### src/rtl/neuron_accumulator.sv
// neuron_accumulator: per-neuron accumulate-and-activate stage.
// Loads a sign-magnitude bias on start, sums N_IN sign-magnitude products into a
// WIDTH+GUARD bit two's-complement accumulator, ORs the multiplier's invalid/ovf
// flags into sticky per-evaluation flags, then saturates to +-(2^(WIDTH-1)-1) and
// presents the sign-magnitude result with a valid/ready handshake.
// Optional feature macro: NEURON_RELU_EN (ReLU after saturation; negative -> 0x0000).
// Ports:
//   clk_i, rst_i          clock, synchronous active-high reset
//   start_i, bias_i       begin evaluation and load bias (IDLE only)
//   prod_valid_i, prod_i  product handshake / data (sign-magnitude)
//   prod_invalid_i        multiplier TMR disagreement flag for this product
//   prod_ovf_i            multiplier overflow flag for this product
//   prod_ready_o          product accepted this cycle (ACC state)
//   out_valid_o, out_ready_i, out_data_o, out_err_o, out_sat_o  result handshake
module neuron_accumulator #(
  parameter int unsigned WIDTH = 16,
  parameter int unsigned IBITS = 6,
  parameter int unsigned FBITS = 10,
  parameter int unsigned N_IN  = 2,
  parameter int unsigned GUARD = 4
) (
  input  logic             clk_i,
  input  logic             rst_i,
  input  logic             start_i,
  input  logic [WIDTH-1:0] bias_i,
  input  logic             prod_valid_i,
  input  logic [WIDTH-1:0] prod_i,
  input  logic             prod_invalid_i,
  input  logic             prod_ovf_i,
  output logic             prod_ready_o,
  output logic             out_valid_o,
  input  logic             out_ready_i,
  output logic [WIDTH-1:0] out_data_o,
  output logic             out_err_o,
  output logic             out_sat_o
);

  localparam int unsigned AccW = WIDTH + GUARD;
  localparam int unsigned CntW = (N_IN > 1) ? $clog2(N_IN) : 1;
  localparam logic signed [AccW-1:0] PosLim = AccW'((1 << (WIDTH - 1)) - 1);
  localparam logic signed [AccW-1:0] NegLim = -PosLim;

  if (IBITS + FBITS != WIDTH) begin : g_bad_format
    $error("IBITS + FBITS must equal WIDTH");
  end
  if (N_IN < 1 || (N_IN + 1) > (1 << GUARD)) begin : g_bad_guard
    $error("N_IN must be >= 1 and N_IN+1 terms must fit in 2^GUARD");
  end

  typedef enum logic [1:0] {StIdle, StAcc, StFin, StOut} state_e;

  state_e                 state_q, state_d;
  logic signed [AccW-1:0] acc_q, acc_d;
  logic [CntW-1:0]        cnt_q, cnt_d;
  logic                   err_q, err_d;
  logic                   sat_q, sat_d;
  logic [WIDTH-1:0]       out_data_q, out_data_d;
  logic                   out_err_q, out_err_d;
  logic                   out_sat_q, out_sat_d;

  // Negative zero maps to 0 naturally since -0 == 0 in two's complement.
  function automatic logic signed [AccW-1:0] sm_to_tc(input logic [WIDTH-1:0] sm);
    logic signed [AccW-1:0] mag;
    mag = AccW'(sm[WIDTH-2:0]);
    return sm[WIDTH-1] ? -mag : mag;
  endfunction

  // Saturation and sign-magnitude conversion of the current accumulator.
  logic                   clamp_hi, clamp_lo, neg;
  logic signed [AccW-1:0] acc_clamped;
  logic [WIDTH-2:0]       abs_val;
  logic [WIDTH-1:0]       fin_data;
  logic                   fin_sat;

  always_comb begin
    clamp_hi    = acc_q > PosLim;
    clamp_lo    = acc_q < NegLim;
    acc_clamped = clamp_hi ? PosLim : (clamp_lo ? NegLim : acc_q);
    neg         = acc_clamped[AccW-1];
    abs_val     = neg ? (WIDTH-1)'(-acc_clamped) : (WIDTH-1)'(acc_clamped);
`ifdef NEURON_RELU_EN
    fin_data    = neg ? '0 : {1'b0, abs_val};
    fin_sat     = sat_q | clamp_hi;
`else
    fin_data    = {neg, abs_val};
    fin_sat     = sat_q | clamp_hi | clamp_lo;
`endif
  end

  always_comb begin
    state_d    = state_q;
    acc_d      = acc_q;
    cnt_d      = cnt_q;
    err_d      = err_q;
    sat_d      = sat_q;
    out_data_d = out_data_q;
    out_err_d  = out_err_q;
    out_sat_d  = out_sat_q;
    unique case (state_q)
      StIdle: begin
        if (start_i) begin
          acc_d   = sm_to_tc(bias_i);
          cnt_d   = '0;
          err_d   = 1'b0;
          sat_d   = 1'b0;
          state_d = StAcc;
        end
      end
      StAcc: begin
        if (prod_valid_i) begin
          acc_d = acc_q + sm_to_tc(prod_i);
          err_d = err_q | prod_invalid_i;
          sat_d = sat_q | prod_ovf_i;
          cnt_d = cnt_q + CntW'(1);
          if (cnt_q == CntW'(N_IN - 1)) state_d = StFin;
        end
      end
      StFin: begin
        out_data_d = fin_data;
        out_err_d  = err_q;
        out_sat_d  = fin_sat;
        state_d    = StOut;
      end
      StOut: begin
        if (out_ready_i) state_d = StIdle;
      end
      default: state_d = StIdle;
    endcase
  end

  always_ff @(posedge clk_i) begin
    if (rst_i) begin
      state_q    <= StIdle;
      acc_q      <= '0;
      cnt_q      <= '0;
      err_q      <= 1'b0;
      sat_q      <= 1'b0;
      out_data_q <= '0;
      out_err_q  <= 1'b0;
      out_sat_q  <= 1'b0;
    end else begin
      state_q    <= state_d;
      acc_q      <= acc_d;
      cnt_q      <= cnt_d;
      err_q      <= err_d;
      sat_q      <= sat_d;
      out_data_q <= out_data_d;
      out_err_q  <= out_err_d;
      out_sat_q  <= out_sat_d;
    end
  end

  assign prod_ready_o = (state_q == StAcc);
  assign out_valid_o  = (state_q == StOut);
  assign out_data_o   = out_data_q;
  assign out_err_o    = out_err_q;
  assign out_sat_o    = out_sat_q;

endmodule

### config.mk
export PLATFORM = sky130hd
export DESIGN_NAME = neuron_accumulator
export DESIGN_NICKNAME = d
export VERILOG_FILES = /design/src/rtl/neuron_accumulator.sv
export SDC_FILE = /design/constraint.sdc
export NUM_CORES = 1
export LEC_CHECK = 0
export CAP_MARGIN = 20
export CORE_MARGIN = 2
export CORE_UTILIZATION = 50
export CTS_CLUSTER_SIZE = 14
export DETAILED_ROUTE_END_ITERATION = 10
export PLACE_DENSITY_LB_ADDON = 0.1
export SLEW_MARGIN = 20
export SYNTH_ARGS = -nofsm -noshare
export SYNTH_HDL_FRONTEND = slang
export SYNTH_SLANG_ARGS = --single-unit
### constraint.sdc
create_clock -name clk_i -period 4.4 [get_ports clk_i]
set_input_delay 0.88 -clock clk_i [delete_from_list [all_inputs] [get_ports clk_i]]
set_output_delay 0.88 -clock clk_i [all_outputs]
set_load 0.1 [all_outputs]
==> impl_metrics.tcl, run 1 <==
set metrics [dict create \
    outcome "finished clean" \
    hold_class "register to register" \
    start_kind "input port" \
    ctsRootBufferMaster "clkbuf_8" \
    worstPathArrival_ns 4.22 \
    ys_warn_count 0 \
    yosysMostFrequentCell "nor2_1" \
    r2r_start "acc_q[2]$_SDFFE_PP0P_" \
    ir_drop_mv 0.241 \
    cts_buffer_depth 2 \
    routed_wirelength_mm 10.2 \
    cts_tree "yes" \
    clkPwrFrac_pct 8.7 \
    netlist_instances 518 \
    slew_headroom_pct 35.6 \
    place_area_sq_mm 0.00463 \
    initial_utilization_pct 52.3 \
    fmax_mhz 247 \
    grt_first_pass_wirelength_mm 16.9 \
    grt_max_degree 41 \
    avgSynthCellArea_sq_um 7.40 \
    clock_latency_ns 0.30 \
    crit_required_ns 4.56 \
    ys_ff_latch 43 \
    fin_skew_ns 0.00955 \
    finalSetupViolCount 0 \
    power.total_uw 3450 \
    vias 4064 \
    postCtsSetupBuffers 0 \
    synth_area_leader_cell "dfxtp_1" \
    syn-num-nets 588 \
    clk_pin_slew_ns 0.08 \
    final_util_pct 64.7 \
    dieHeight_microns 91.6 \
    synth_edf_count 0 \
    max_slew.worst_pin.slew_ns 0.963 \
    port_buffers 58 \
    async_flop_share_pct 0 \
    cts_resized 0 \
    fin_crit_sh_pct 92.1 \
    drive_above_1_share_pct 7.03 \
    synth_seq_area_share_pct 22.5 \
    synthTopCellsByCount "nor2_1 (75), nand2_1 (44), dfxtp_1 (43), a21oi_1 (31), ha_1 (30)" \
    rows 31 \
    p_per_area_mw_per_mm2 728 \
    synthFlopType "dfxtp_1" \
    crit_type "input port to register" \
    overflow 0 \
    worstReg2RegEnd "out_data_o[12]$_SDFFE_PP0P_" \
    finalMaxSlewViolations 0 \
    viasPerCell 5.96 \
    syn_area_sq_mm 0.00383 \
    area_delta_synth_final_pct 23.8 \
    h-tree-depth 2 \
    antenna_found_initial 0 \
    dr.pass1.iters 7 \
    nets 653 \
    grt_pass1_vias 3635 \
    endpoint "acc_q[12]$_SDFFE_PP0P_" \
    pin_count 59 \
    design.die.area_sq_mm 0.00838 \
    intPower_uw 1590 \
    drtIter0Drc 221 \
    end_kind "register" \
    seq_power_share_pct 21.2 \
    leakage_uw 0.00187 \
    hold_buffers 0 \
    tns_ns 0 \
    clock-sinks 43 \
    finalHoldViolCount 0 \
    finalCriticalPeriod_ns 4.05 \
    r2r_slack_ns 0.85 \
    maxCapViolCount 0 \
    cts_buffers 5 \
    r2r_cells 14 \
    switching_share_pct 53.9 \
    num_antenna_cells 0 \
    detail-route-antenna-nets 0 \
    final_area_sq_mm 0.00474 \
    core-area_sq_mm 0.00733 \
    dp_hpwl_mm 8.11 \
    worstSetupStartpoint "prod_i[2]" \
    crit_path_max_fanout 6 \
    wl_per_cell_microns 14.9 \
    drc 0 \
    combPwrFrac_pct 70.1 \
    yosysUniqueCellTypes 55 \
    gp_congestion 0.949 \
    die_w_microns 91.6 \
    synth_top_area_share_pct 22.5 \
    netSwitchingPower_uw 1860 \
    yosys-top-cells-area "dfxtp_1 (22%), ha_1 (9.8%), nor2_1 (7.3%), xnor2_1 (6.6%), nand2_1 (4.3%)" \
    grt_setup_unrepaired "false" \
    grtUsageTotal_pct 24.0 \
]
-- layout make-up --
class,instances,area [sq um]
fillers,667,2590
multi-input cells,434,2820
clock buffers,6,72.6
flip-flops and latches,43,861
well taps,99,124
inverters,12,45.0
clock inverters,1,30.0
repair buffers,87,796
-- stage by stage --
stage          setup WS, ns  instances  hold slack, ns
5_1_grt              0.0829        682           0.510
6_report              0.345        682           0.484
3_3_place_gp         0.0816        674           0.472
4_1_cts               0.343        681           0.488
2_1_floorplan         0.527        518           0.465
3_5_place_dp         0.0676        674           0.477
-- worst min-delay path by stage --
| stage | slack, ns | startpoint | cells after the start | end |
|---|---|---|---|---|
| 2_1_floorplan | 0.46 | err_q$_SDFFE_PP0P_ | 2 | out_err_o$_SDFFE_PP0P_ |
| 5_1_grt | 0.51 | out_data_o[12]$_SDFFE_PP0P_ | 2 | out_data_o[12]$_SDFFE_PP0P_ |
| 3_5_place_dp | 0.48 | out_data_o[12]$_SDFFE_PP0P_ | 2 | out_data_o[12]$_SDFFE_PP0P_ |
| 3_3_place_gp | 0.47 | out_err_o$_SDFFE_PP0P_ | 2 | out_err_o$_SDFFE_PP0P_ |
| 4_1_cts | 0.49 | out_data_o[12]$_SDFFE_PP0P_ | 2 | out_data_o[12]$_SDFFE_PP0P_ |
| 6_report | 0.48 | out_data_o[12]$_SDFFE_PP0P_ | 2 | out_data_o[12]$_SDFFE_PP0P_ |
-- cells in the final DEF, fill, tap and decap left out, drive strengths merged, types with 3 or more instances in the layout --
master,instances
xnor2,30
nor3,15
o211ai,8
a41oi,3
or3,7
or4,3
buf,29
dfxtp,43
o21bai,3
a21oi,31
inv,12
nor2,75
nand4,8
and3,6
xor2,11
nor4,9
o21a,3
ha,30
o31ai,9
a2111oi,3
a21o,12
a31oi,8
clkdlybuf4s50,57
nand2,44
mux2i,9
o21ai,30
clkbuf,7
nand3,15
o41ai,3
nand2b,8
a211oi,21
-- power groups by stage --
stage                     registers, uW  clock network (uW)  logic, uW
after detailed placement            733                   0       2390
final                               730                 301       2420
after floorplan                    1080                   0       1420
after CTS                           724                 305       2390
after global placement              726                   0       2340
after global routing                757                 324       2640
-- layer usage --
layer	global-route usage (%)	routed length, microns	share of wire (%)	vias to the layer above
li1	-	-	-	2041
met5	0	0	0	-
met3	1.99	580	5.7	10
met2	40.1	4820	47	142
met1	33.0	4700	46	1871
met4	6.31	99	0.97	0
-- kinds of logic (layout without fill, tap and decap cells) --
group | after synthesis | in the layout | share of synthesized area (%)
AND/OR/NAND/NOR | 201 | 201 | 24.6
adder cells (fa/ha/maj) | 31 | 31 | 10.3
AO/OA/AOI/OAI | 152 | 152 | 26.7
flip-flops | 43 | 43 | 22.5
multiplexers | 9 | 9 | 2.35
XOR/XNOR | 41 | 41 | 9.57
buffers and inverters | 41 | 106 | 4.05
-- critical path: stages --
cell	delay (ns)
clkdlybuf4s50_1	0.45
or3_4	0.41
or3_1	0.37
buf_4	0.16
nand2_1	0.08
xnor2_1	0.14
ha_1	0.34
a21oi_1	0.22
o211ai_1	0.18
a41oi_1	0.41
xnor2_1	0.17
nor2_1	0.06
a2111oi_0	0.34
-- sequential cells by signal, summed over array words and instances (netlist names) --
| signal | cells |
|---|---|
| out_sat_o | 1 |
| out_err_o | 1 |
| out_data_o | 16 |
| sat_q | 1 |
| cnt_q | 1 |
| state_q | 2 |
| err_q | 1 |
| acc_q | 20 |
Note: power is estimated with default switching activity, not from simulation.
==> run 2: changes to the inputs <==
--- a/config.mk
+++ b/config.mk
@@ -10,7 +10,7 @@
 export CORE_UTILIZATION = 50
 export CTS_CLUSTER_SIZE = 14
 export DETAILED_ROUTE_END_ITERATION = 10
-export PLACE_DENSITY_LB_ADDON = 0.1
+export PLACE_DENSITY = 0.75
 export SLEW_MARGIN = 20
 export SYNTH_ARGS = -nofsm -noshare
 export SYNTH_HDL_FRONTEND = slang
==> run 2 against run 1 <==
Net effect:
- count of clock-buffer cells in the layout unchanged
- non-clock buffer count up 2
- clock skew down 0.0064 ns
- register-to-register slack about the same
- first-iteration DRC count up 36%
- final cell count up 0.44%
- hold slack better by 0.0037 ns
- wire length down 2.1%
- critical endpoint is now acc_q[15]$_SDFFE_PP0P_
- highest routed layer unchanged
- core utilization up 0.50 points
- setup slack worse by 0.079 ns
- critical path type unchanged
- critical path depth unchanged
- power about the same
==> impl_metrics.tcl, run 2 (synthesis gave the netlist of run 1 again) <==
set metrics [dict create \
    design.die.area_sq_mm 0.00838 \
    postCtsSetupBuffers 0 \
    leakage_uw 0.00189 \
    fin_crit_sh_pct 94.0 \
    area_delta_synth_final_pct 24.7 \
    pin_count 59 \
    final_area_sq_mm 0.00478 \
    hold_class "register to register" \
    h-tree-depth 2 \
    worstHoldStart "out_data_o[12]$_SDFFE_PP0P_" \
    slew_headroom_pct 28.1 \
    finalCriticalPeriod_ns 4.13 \
    worstReg2RegEnd "out_data_o[14]$_SDFFE_PP0P_" \
    worstSetupStartpoint "prod_i[2]" \
    drive_above_1_share_pct 7.85 \
    clock-sinks 43 \
    final_util_pct 65.2 \
    ir_drop_mv 0.235 \
    wl_per_cell_microns 14.6 \
    dieHeight_microns 91.6 \
    vias 4024 \
    hold-path-cell-count 2 \
    ctsRootBufferMaster "clkbuf_8" \
    antenna_found_initial 0 \
    nFillCells 634 \
    r2r_cells 15 \
    final_cell_mix "nor2_1 (75), clkdlybuf4s50_1 (57), nand2_1 (44)" \
    finalHoldViolCount 0 \
    gp_congestion 0.923 \
    dp_hpwl_mm 8.06 \
    drtIter0Drc 301 \
    end_kind "register" \
    viasPerCell 5.87 \
    grt_first_pass_wirelength_mm 16.7 \
    initial_utilization_pct 52.3 \
    regMostFlops "acc_q" \
    num_antenna_cells 0 \
    grt_pass1_vias 3610 \
    place_area_sq_mm 0.00466 \
    fmax_mhz 242 \
    clk_pin_slew_ns 0.08 \
    nets 655 \
    clock_latency_ns 0.29 \
    holdPathEnd "out_data_o[12]$_SDFFE_PP0P_" \
    cts_buffer_depth 2 \
    port_buffers 58 \
    dr.pass1.iters 5 \
    finalSetupViolCount 0 \
    rows 31 \
    cts_tree "yes" \
    max_slew.worst_pin.slew_ns 1.07 \
    maxCapViolCount 0 \
    start_kind "input port" \
    outcome "finished clean" \
    drc 0 \
    routed_wirelength_mm 9.98 \
    worstPathArrival_ns 4.37 \
    p_per_area_mw_per_mm2 722 \
    grt_max_degree 39 \
    fin_skew_ns 0.00316 \
    r2r_start "acc_q[2]$_SDFFE_PP0P_" \
    grtUsageTotal_pct 23.9 \
    overflow 0 \
    r2r_slack_ns 0.84 \
    final_common_cell "nor2_1" \
    largest_reg_flops 20 \
    crit_type "input port to register" \
    detail-route-antenna-nets 0 \
    finalMaxSlewViolations 0 \
    core-area_sq_mm 0.00733 \
    crit_path_max_fanout 5 \
    crit_required_ns 4.63 \
    die_w_microns 91.6 \
    fin_hold_ws_ns 0.487 \
    cts_buffers 5 \
]
[run 2: metal layers]
| layer | track usage [%] | up-vias | wire (microns) |
|---|---|---|---|
| li1 | - | 2048 | - |
| met1 | 33.9 | 1844 | 4720 |
| met2 | 39.6 | 125 | 4580 |
| met3 | 1.58 | 7 | 614 |
| met4 | 5.30 | 0 | 76 |
| met5 | 0 | - | 0 |
[run 2: repair_timing]
| item | in CTS | in global routing |
|---|---|---|
| gates resized for setup | 0 | 2 |
| setup endpoints to repair | 0 | 1 |
| hold buffers | 0 | 0 |
[run 2: worst max-delay path by stage]
stage	slack, ns	end	cells past startpoint
CTS	0.11	acc_q[19]$_SDFFE_PP0P_	14
global route	-0.009	acc_q[15]$_SDFFE_PP0P_	13
floorplan	0.53	acc_q[17]$_SDFFE_PP0P_	13
finish	0.27	acc_q[15]$_SDFFE_PP0P_	13
global placement	-0.06	acc_q[19]$_SDFFE_PP0P_	14
detailed placement	-0.19	acc_q[19]$_SDFFE_PP0P_	14
[run 2: worst max-delay path, cell delays in order]
cell             delay, ns
clkdlybuf4s50_1       0.45
or3_4                 0.42
or3_1                 0.38
o31ai_1               0.25
xnor2_1               0.18
ha_1                  0.30
and3_1                0.21
nand4_1               0.09
a21oi_1               0.05
nor2_1                0.40
a21oi_1               0.15
or4_1                 0.52
nand3_1               0.08
[run 2: area by class of cell]
class | count | area [sq um] | share of cell area (%)
Multi-Input combinational cell | 434 | 2820 | 59.0
Tap cell | 99 | 124 | 2.59
Clock inverter | 2 | 35.0 | 0.733
Inverter | 12 | 45.0 | 0.942
Sequential cell | 43 | 861 | 18.0
Timing Repair Buffer | 89 | 811 | 17.0
Clock buffer | 6 | 82.6 | 1.73
[run 2: power breakdown]
group / internal [uW] / total, uW / switching (uW)
logic: 874 / 2410 / 1540
clock network: 184 / 312 / 128
registers: 542 / 727 / 184
[run 2: metrics by stage]
step / power, uW / setup WS, ns / std cells / TNS (ns)
after CTS: 3440 / 0.108 / 685 / 0
after floorplan: 2500 / 0.527 / 518 / 0
after global routing: 3740 / -0.00924 / 685 / -0.00924
after global placement: 3070 / -0.0569 / 677 / -0.0569
final: 3450 / 0.266 / 685 / 0
after detailed placement: 3120 / -0.193 / 677 / -0.193
